### config.mk
export PLATFORM = sky130hd
export DESIGN_NAME = tpu_reduce_acc_flat
export DESIGN_NICKNAME = d
export VERILOG_FILES = /design/src/rtl/tpu_reduce_acc_if.sv /design/src/rtl/tpu_reduce_acc.sv /design/src/flat_wrapper.sv
export SDC_FILE = /design/constraint.sdc
export NUM_CORES = 2
export LEC_CHECK = 0
export CAP_MARGIN = 30
export CORE_ASPECT_RATIO = 1.25
export CORE_MARGIN = 1
export CORE_UTILIZATION = 45
export CTS_CLUSTER_DIAMETER = 150
export DETAILED_ROUTE_END_ITERATION = 12
export PLACE_DENSITY = 0.7
export SLEW_MARGIN = 10
export SYNTH_ARGS = -nofsm -noshare
export SYNTH_HDL_FRONTEND = slang
export SYNTH_SLANG_ARGS = --single-unit
### constraint.sdc
create_clock -name clk -period 35.1 [get_ports clk]
set_clock_uncertainty 0.1 [all_clocks]
set_input_delay 7.02 -clock clk [delete_from_list [all_inputs] [get_ports clk]]
set_output_delay 7.02 -clock clk [all_outputs]
set_load 0.05 [all_outputs]
### src/rtl/tpu_reduce_acc_if.sv
// Handshake bundle between the TPU multiply array (master) and the reduce/accumulate
// block (slave). Both channels use valid/ready: a transfer happens on a rising clk edge
// where valid and ready are both high; once valid is raised, data and qualifiers stay
// stable until that transfer, and ready may be observed before valid is asserted.
interface tpu_reduce_acc_if #(
  parameter int ACC_W = 32
) ();
  logic             in_valid;
  logic             in_ready;
  logic [255:0]     in_data;
  logic             in_last;
  logic             out_valid;
  logic             out_ready;
  logic [7:0]       out_data;
  logic [ACC_W-1:0] out_acc;
  logic             overflow;

  modport master (
    output in_valid, in_data, in_last, out_ready,
    input  in_ready, out_valid, out_data, out_acc, overflow
  );

  modport slave (
    input  in_valid, in_data, in_last, out_ready,
    output in_ready, out_valid, out_data, out_acc, overflow
  );
endinterface

### src/rtl/tpu_reduce_acc.sv
// Sums 32 Float8 product lanes per beat into a signed fixed-point accumulator
// (LSB = 2^-9) across a burst, then packs the total back into one Float8.
module tpu_reduce_acc #(
  parameter int ACC_W = 32
) (
  input  logic                   clk,
  input  logic                   rst_n,
  tpu_reduce_acc_if.slave        bus,
  output logic [1:0]             dbg_state
);

  typedef enum logic [1:0] {
    S_ACC  = 2'd0,
    S_NORM = 2'd1,
    S_OUT  = 2'd2
  } state_t;

  state_t           state, state_nx;
  logic [ACC_W-1:0] acc;
  logic             ovf_sticky;
  logic             out_valid_q;
  logic [7:0]       out_data_q;
  logic [ACC_W-1:0] out_acc_q;
  logic             overflow_q;

  logic signed [23:0] lane_sum;
  logic [17:0]        lane_mag;
  logic signed [23:0] lane_val;
  logic [ACC_W-1:0]   lane_ext;
  logic [ACC_W-1:0]   acc_sum;
  logic               add_ovf;

  logic [ACC_W-1:0]   pk_mag;
  int                 pk_p;
  int                 pk_be;
  logic [7:0]         pk_data;
  logic               pk_sat;

  // 24 bits covers 32 lanes of the largest product (32 * 480 * 512 < 2^23).
  always_comb begin
    lane_sum = '0;
    lane_mag = '0;
    lane_val = '0;
    for (int i = 0; i < 32; i++) begin
      lane_mag = '0;
      if (bus.in_data[8*i+3 +: 4] != 4'd0)
        lane_mag = {14'd0, 1'b1, bus.in_data[8*i +: 3]} << (bus.in_data[8*i+3 +: 4] - 4'd1);
      lane_val = {6'd0, lane_mag};
      if (bus.in_data[8*i+7])
        lane_val = -lane_val;
      lane_sum = lane_sum + lane_val;
    end
  end

  assign lane_ext = {{(ACC_W-24){lane_sum[23]}}, lane_sum};
  assign acc_sum  = acc + lane_ext;
  assign add_ovf  = (acc[ACC_W-1] == lane_ext[ACC_W-1]) && (acc_sum[ACC_W-1] != acc[ACC_W-1]);

  // Magnitude is taken unsigned so the most negative accumulator still packs as saturated.
  always_comb begin
    pk_mag  = acc[ACC_W-1] ? (~acc + 1'b1) : acc;
    pk_p    = -1;
    pk_be   = 0;
    pk_data = 8'h00;
    pk_sat  = 1'b0;
    for (int i = 0; i < ACC_W; i++)
      if (pk_mag[i]) pk_p = i;
    if (pk_p >= 3) begin
      pk_be = pk_p - 2;
      if (pk_be > 15) begin
        pk_data = {acc[ACC_W-1], 7'h7F};
        pk_sat  = 1'b1;
      end else begin
        pk_data = {acc[ACC_W-1], 4'(pk_be), 3'(pk_mag >> (pk_p - 3))};
      end
    end
  end

  always_comb begin
    state_nx = state;
    case (state)
      S_ACC:   if (bus.in_valid && bus.in_last) state_nx = S_NORM;
      S_NORM:  state_nx = S_OUT;
      S_OUT:   if (bus.out_ready) state_nx = S_ACC;
      default: state_nx = S_ACC;
    endcase
  end

  always_ff @(posedge clk) begin
    if (!rst_n) state <= S_ACC;
    else        state <= state_nx;
  end

  always_ff @(posedge clk) begin
    if (!rst_n) begin
      acc         <= '0;
      ovf_sticky  <= 1'b0;
      out_valid_q <= 1'b0;
      out_data_q  <= 8'h00;
      out_acc_q   <= '0;
      overflow_q  <= 1'b0;
    end else begin
      case (state)
        S_ACC: begin
          if (bus.in_valid) begin
            acc <= acc_sum;
            if (add_ovf) ovf_sticky <= 1'b1;
          end
        end
        S_NORM: begin
          out_data_q  <= pk_data;
          out_acc_q   <= acc;
          overflow_q  <= pk_sat | ovf_sticky;
          out_valid_q <= 1'b1;
        end
        S_OUT: begin
          if (bus.out_ready) begin
            out_valid_q <= 1'b0;
            acc         <= '0;
            ovf_sticky  <= 1'b0;
          end
        end
        default: ;
      endcase
    end
  end

  assign bus.in_ready  = (state == S_ACC);
  assign bus.out_valid = out_valid_q;
  assign bus.out_data  = out_data_q;
  assign bus.out_acc   = out_acc_q;
  assign bus.overflow  = overflow_q;
  assign dbg_state     = state;

endmodule
### src/flat_wrapper.sv
// flat-port wrapper written by rule: the top's interface ports become plain ports
module tpu_reduce_acc_flat 
#(
  parameter int ACC_W = 32
)
  (clk, rst_n, dbg_state, bus_in_valid, bus_in_data, bus_in_last, bus_out_ready, bus_in_ready, bus_out_valid, bus_out_data, bus_out_acc, bus_overflow);
  tpu_reduce_acc_if #(.ACC_W(ACC_W)) bus_i ();
  input  logic clk;
  input  logic rst_n;
  output logic [1:0] dbg_state;
  input wire logic [$bits(bus_i.in_valid)-1:0] bus_in_valid;
  input wire logic [$bits(bus_i.in_data)-1:0] bus_in_data;
  input wire logic [$bits(bus_i.in_last)-1:0] bus_in_last;
  input wire logic [$bits(bus_i.out_ready)-1:0] bus_out_ready;
  output wire logic [$bits(bus_i.in_ready)-1:0] bus_in_ready;
  output wire logic [$bits(bus_i.out_valid)-1:0] bus_out_valid;
  output wire logic [$bits(bus_i.out_data)-1:0] bus_out_data;
  output wire logic [$bits(bus_i.out_acc)-1:0] bus_out_acc;
  output wire logic [$bits(bus_i.overflow)-1:0] bus_overflow;
  assign bus_i.in_valid = bus_in_valid;
  assign bus_i.in_data = bus_in_data;
  assign bus_i.in_last = bus_in_last;
  assign bus_i.out_ready = bus_out_ready;
  assign bus_in_ready = bus_i.in_ready;
  assign bus_out_valid = bus_i.out_valid;
  assign bus_out_data = bus_i.out_data;
  assign bus_out_acc = bus_i.out_acc;
  assign bus_overflow = bus_i.overflow;
  tpu_reduce_acc #(.ACC_W(ACC_W)) u_core (.clk(clk), .rst_n(rst_n), .bus(bus_i), .dbg_state(dbg_state));
endmodule
==> impl_metrics.csv <==
group,metric,value,unit
placed_design,dp_hpwl,174.6,mm
cts,clk_pin_slew,0.06,ns
yosys,synthFlopType,"dfxtp_1",
sta,finalSetupViolCount,0,
critical_path,cp-startpoint,"bus_in_data[83]",
sta,tns,0,ns
yosys,avgSynthCellArea,7.099,µm²
critical_path,arrival,21.41,ns
placed_design,port_buffers,305,
detailed_routing,detail_route.first_pass.iterations,7,
global_routing,grt_pass1_wl,310.8,mm
sta,worstMarginPinSlew,1.021,ns
run,cap_violations,0,
detailed_routing,routed_wirelength,203.5,mm
critical_path,endpoint_kind,"flip-flop",
sta,final.period_utilization,0.6060,
placed_design,dpl_cell_area,0.05850,mm²
critical_path,r2r_end,"u_core.bus.out_data[1]",
global_routing,grt_max_degree,71,
finish,synthToLayoutAreaGrowth,7.703,%
worst_hold_path,hold_class,"reg -> reg",
sta,rsz0062_at_grt,"no",
yosys,yosys_warnings,0,
finish,fin_nets,8791,
critical_path,crit_required,35.24,ns
detailed_routing,vias,55770,
cts,root_buffer,"clkbuf_16",
global_routing,overflow,0,
die,die_area,0.1230,mm²
finish,drive_above_1_share,0.03397,
sta,report.final.slew_viol_count,0,
cts,cts_buffers,9,
global_routing,grt_antenna_before_repair,13,
global_routing,grt_pass1_vias,53640,
detailed_routing,wl_per_cell,21.95,µm
cts,post_cts_buffers,0,
cts,clk-insertion-delay-late,0.35,ns
yosys,synth-seq-cells,77,
die,die_h,391.9,µm
sta,period_needed,21.27,ns
die,io_pins,306,
cts,cts_htree_levels,3,
cts,cts_tree,"built",
detailed_routing,drt-vias-per-instance,6.015,
detailed_routing,first_iter_violations,5325,
die,chipWidth,313.9,µm
die,design.core.area,0.1203,mm²
finish,fillCellCount,12110,
detailed_routing,drc,0,
cts,cts_sinks,77,
critical_path,critPathKind,"in -> reg",
critical_path,r2r-start,"u_core.acc[1]",
sta,finalHoldViolations,0,
cts,cts_resized,0,
yosys,synth_cell_types,107,
sta,relSlewSlack,0.3138,
yosys,synthCells,7710,
critical_path,critical_path.max_fanout,23,
yosys,syn_area,0.05474,mm²
finish,final_area,0.05895,mm²
sta,fmax,47.01,MHz
yosys,synth_edf_count,0,
global_routing,grtUsageTotal,0.3239,
run_status,status,"complete, no violations",
critical_path,rrSetupSlack,28.49,ns
yosys,ys_async_sr_fraction,0,
die,initial_core_util,0.4551,
yosys,syn_nets,8823,
cts,cts_hold_buf,0,
yosys,yosysSeqAreaShare,0.02816,
die,rows,142,
cts,clockBufferDepth,2,
detailed_routing,ant_nets,0,
critical_path,endpoint,"u_core.ovf_sticky",
critical_path,reg2reg_depth,19,
critical_path,worstSetupStartpointType,"input pin",
critical_path,slowest_stage,"clkdlybuf4s50_1",
critical_path,crit_path_max_incr_delay,0.95,ns
placed_design,gp_congestion,1.039,
-- cell usage after synthesis (all sizes together) (43+ instances only) --
library cell / number / area (µm²)
nand2: 998 / 3749
inv: 814 / 3055
nor2: 721 / 2706
o21ai: 669 / 3348
fa: 664 / 13290
a21oi: 442 / 2212
clkbuf: 341 / 1280
xnor2: 331 / 2907
xor2: 205 / 1795
ha: 188 / 2352
nand3: 181 / 905.9
nor3: 159 / 795.8
nand2b: 137 / 857.1
o31ai: 115 / 883.3
o22ai: 97 / 606.8
a31oi: 86 / 538.0
mux2i: 82 / 824.5
dfxtp: 77 / 1541
or2: 77 / 484.2
a22oi: 76 / 570.6
and2: 74 / 463.0
a21o: 72 / 540.5
o21a: 72 / 540.5
or3: 71 / 449.2
nor2b: 68 / 425.4
mux2: 59 / 664.4
a21boi: 51 / 382.9
buf: 51 / 224.0
a211oi: 43 / 327.8
a22o: 43 / 376.6
-- placed cells by master, fill, tap and decap left out, types with 34 or more instances in the layout --
| cell | count |
|---|---|
| o22ai_1 | 97 |
| and2_1 | 73 |
| dfxtp_1 | 76 |
| clkdlybuf4s50_1 | 305 |
| a31oi_1 | 85 |
| a21oi_1 | 442 |
| nand4_1 | 37 |
| a22oi_1 | 76 |
| inv_1 | 811 |
| a22o_1 | 43 |
| o21a_1 | 72 |
| ha_1 | 188 |
| a21boi_0 | 49 |
| o31a_1 | 37 |
| or2_2 | 70 |
| nand2_1 | 997 |
| nand3_1 | 181 |
| mux2i_1 | 81 |
| o21ai_0 | 643 |
| o31ai_1 | 111 |
| xnor2_1 | 330 |
| a32oi_1 | 35 |
| a21o_1 | 72 |
| mux2_2 | 59 |
| nor2_1 | 721 |
| a211oi_1 | 42 |
| nor3_1 | 159 |
| fa_1 | 664 |
| o32ai_1 | 34 |
| or3_1 | 70 |
| nand2b_1 | 137 |
| xor2_1 | 205 |
| nor2b_1 | 67 |
| buf_4 | 34 |
-- critical path, delay by kind of cell --
kind | cells | cell delay (ns)
buf+inv | 8 | 1.78
fa+ha+maj | 10 | 5.04
compound gates | 13 | 3.89
xor+xnor | 12 | 3.20
simple gates | 4 | 0.49
-- layer usage --
metal	vias to the layer above	global-route usage	part of all wire
li1	26400	-	-
met1	26750	0.3755	0.38
met2	2084	0.5799	0.50
met3	521	0.03842	0.056
met4	18	0.1715	0.063
met5	-	0	0.00063
-- flip-flops by register name, indices dropped and copies added (netlist names) --
signal and flops:
u_core.dbg_state 2, u_core.ovf_sticky 1, u_core.bus.overflow 1, u_core.bus.out_valid 1
u_core.bus.out_acc 32, u_core.bus.out_data 8, u_core.acc 32
-- final cells by class --
type / instances / area [µm²] / share of cell area
Timing Repair Buffer: 349 / 3400 / 0.05766
Tap cell: 1584 / 1982 / 0.03362
Multi-Input combinational cell: 6420 / 48620 / 0.8247
Antenna cell: 5 / 12.51 / 0.0002122
Clock buffer: 11 / 232.7 / 0.003948
Inverter: 821 / 3082 / 0.05227
Clock inverter: 5 / 83.83 / 0.001422
Sequential cell: 77 / 1543 / 0.02617
-- logic make-up after synthesis --
kind of cell,count (synthesis),synth area share
mux,148,0.03008
compound gates,2190,0.2585
xor+xnor,543,0.08881
flops,77,0.02816
fa+ha+maj,852,0.2858
simple gates,2687,0.2249
buf+inv,1213,0.08378
-- stage by stage --
| step | std cells | hold slack [ns] | utilization | setup WS, ns |
|---|---|---|---|---|
| 6_report | 9272 | 0.3573 | 0.4901 | 13.83 |
| 5_1_grt | 9270 | 0.3709 | 0.4901 | 13.09 |
| 4_1_cts | 9253 | 0.3557 | 0.4890 | 14.00 |
| 3_5_place_dp | 9237 | 0.3469 | 0.4864 | 13.67 |
| 3_3_place_gp | 9234 | 0.3414 | 0.4862 | 13.79 |
| 2_1_floorplan | 7710 | 0.3911 | - | 15.58 |
-- how the worst min path moves through the flow --
stage                                       from                      to  slack, ns  cells after the start
after floorplan                    u_core.acc[4]           u_core.acc[4]       0.39                      2
after global routing      u_core.bus.out_acc[27]  u_core.bus.out_acc[27]       0.37                      2
after global placement    u_core.bus.out_acc[25]  u_core.bus.out_acc[25]       0.34                      2
final                     u_core.bus.out_acc[27]  u_core.bus.out_acc[27]       0.36                      2
after CTS                 u_core.bus.out_acc[27]  u_core.bus.out_acc[27]       0.36                      2
after detailed placement  u_core.bus.out_acc[27]  u_core.bus.out_acc[27]       0.35                      2
Power is not shown: default switching activity piles up to over one toggle a cycle in this logic, so the estimate is an artifact.
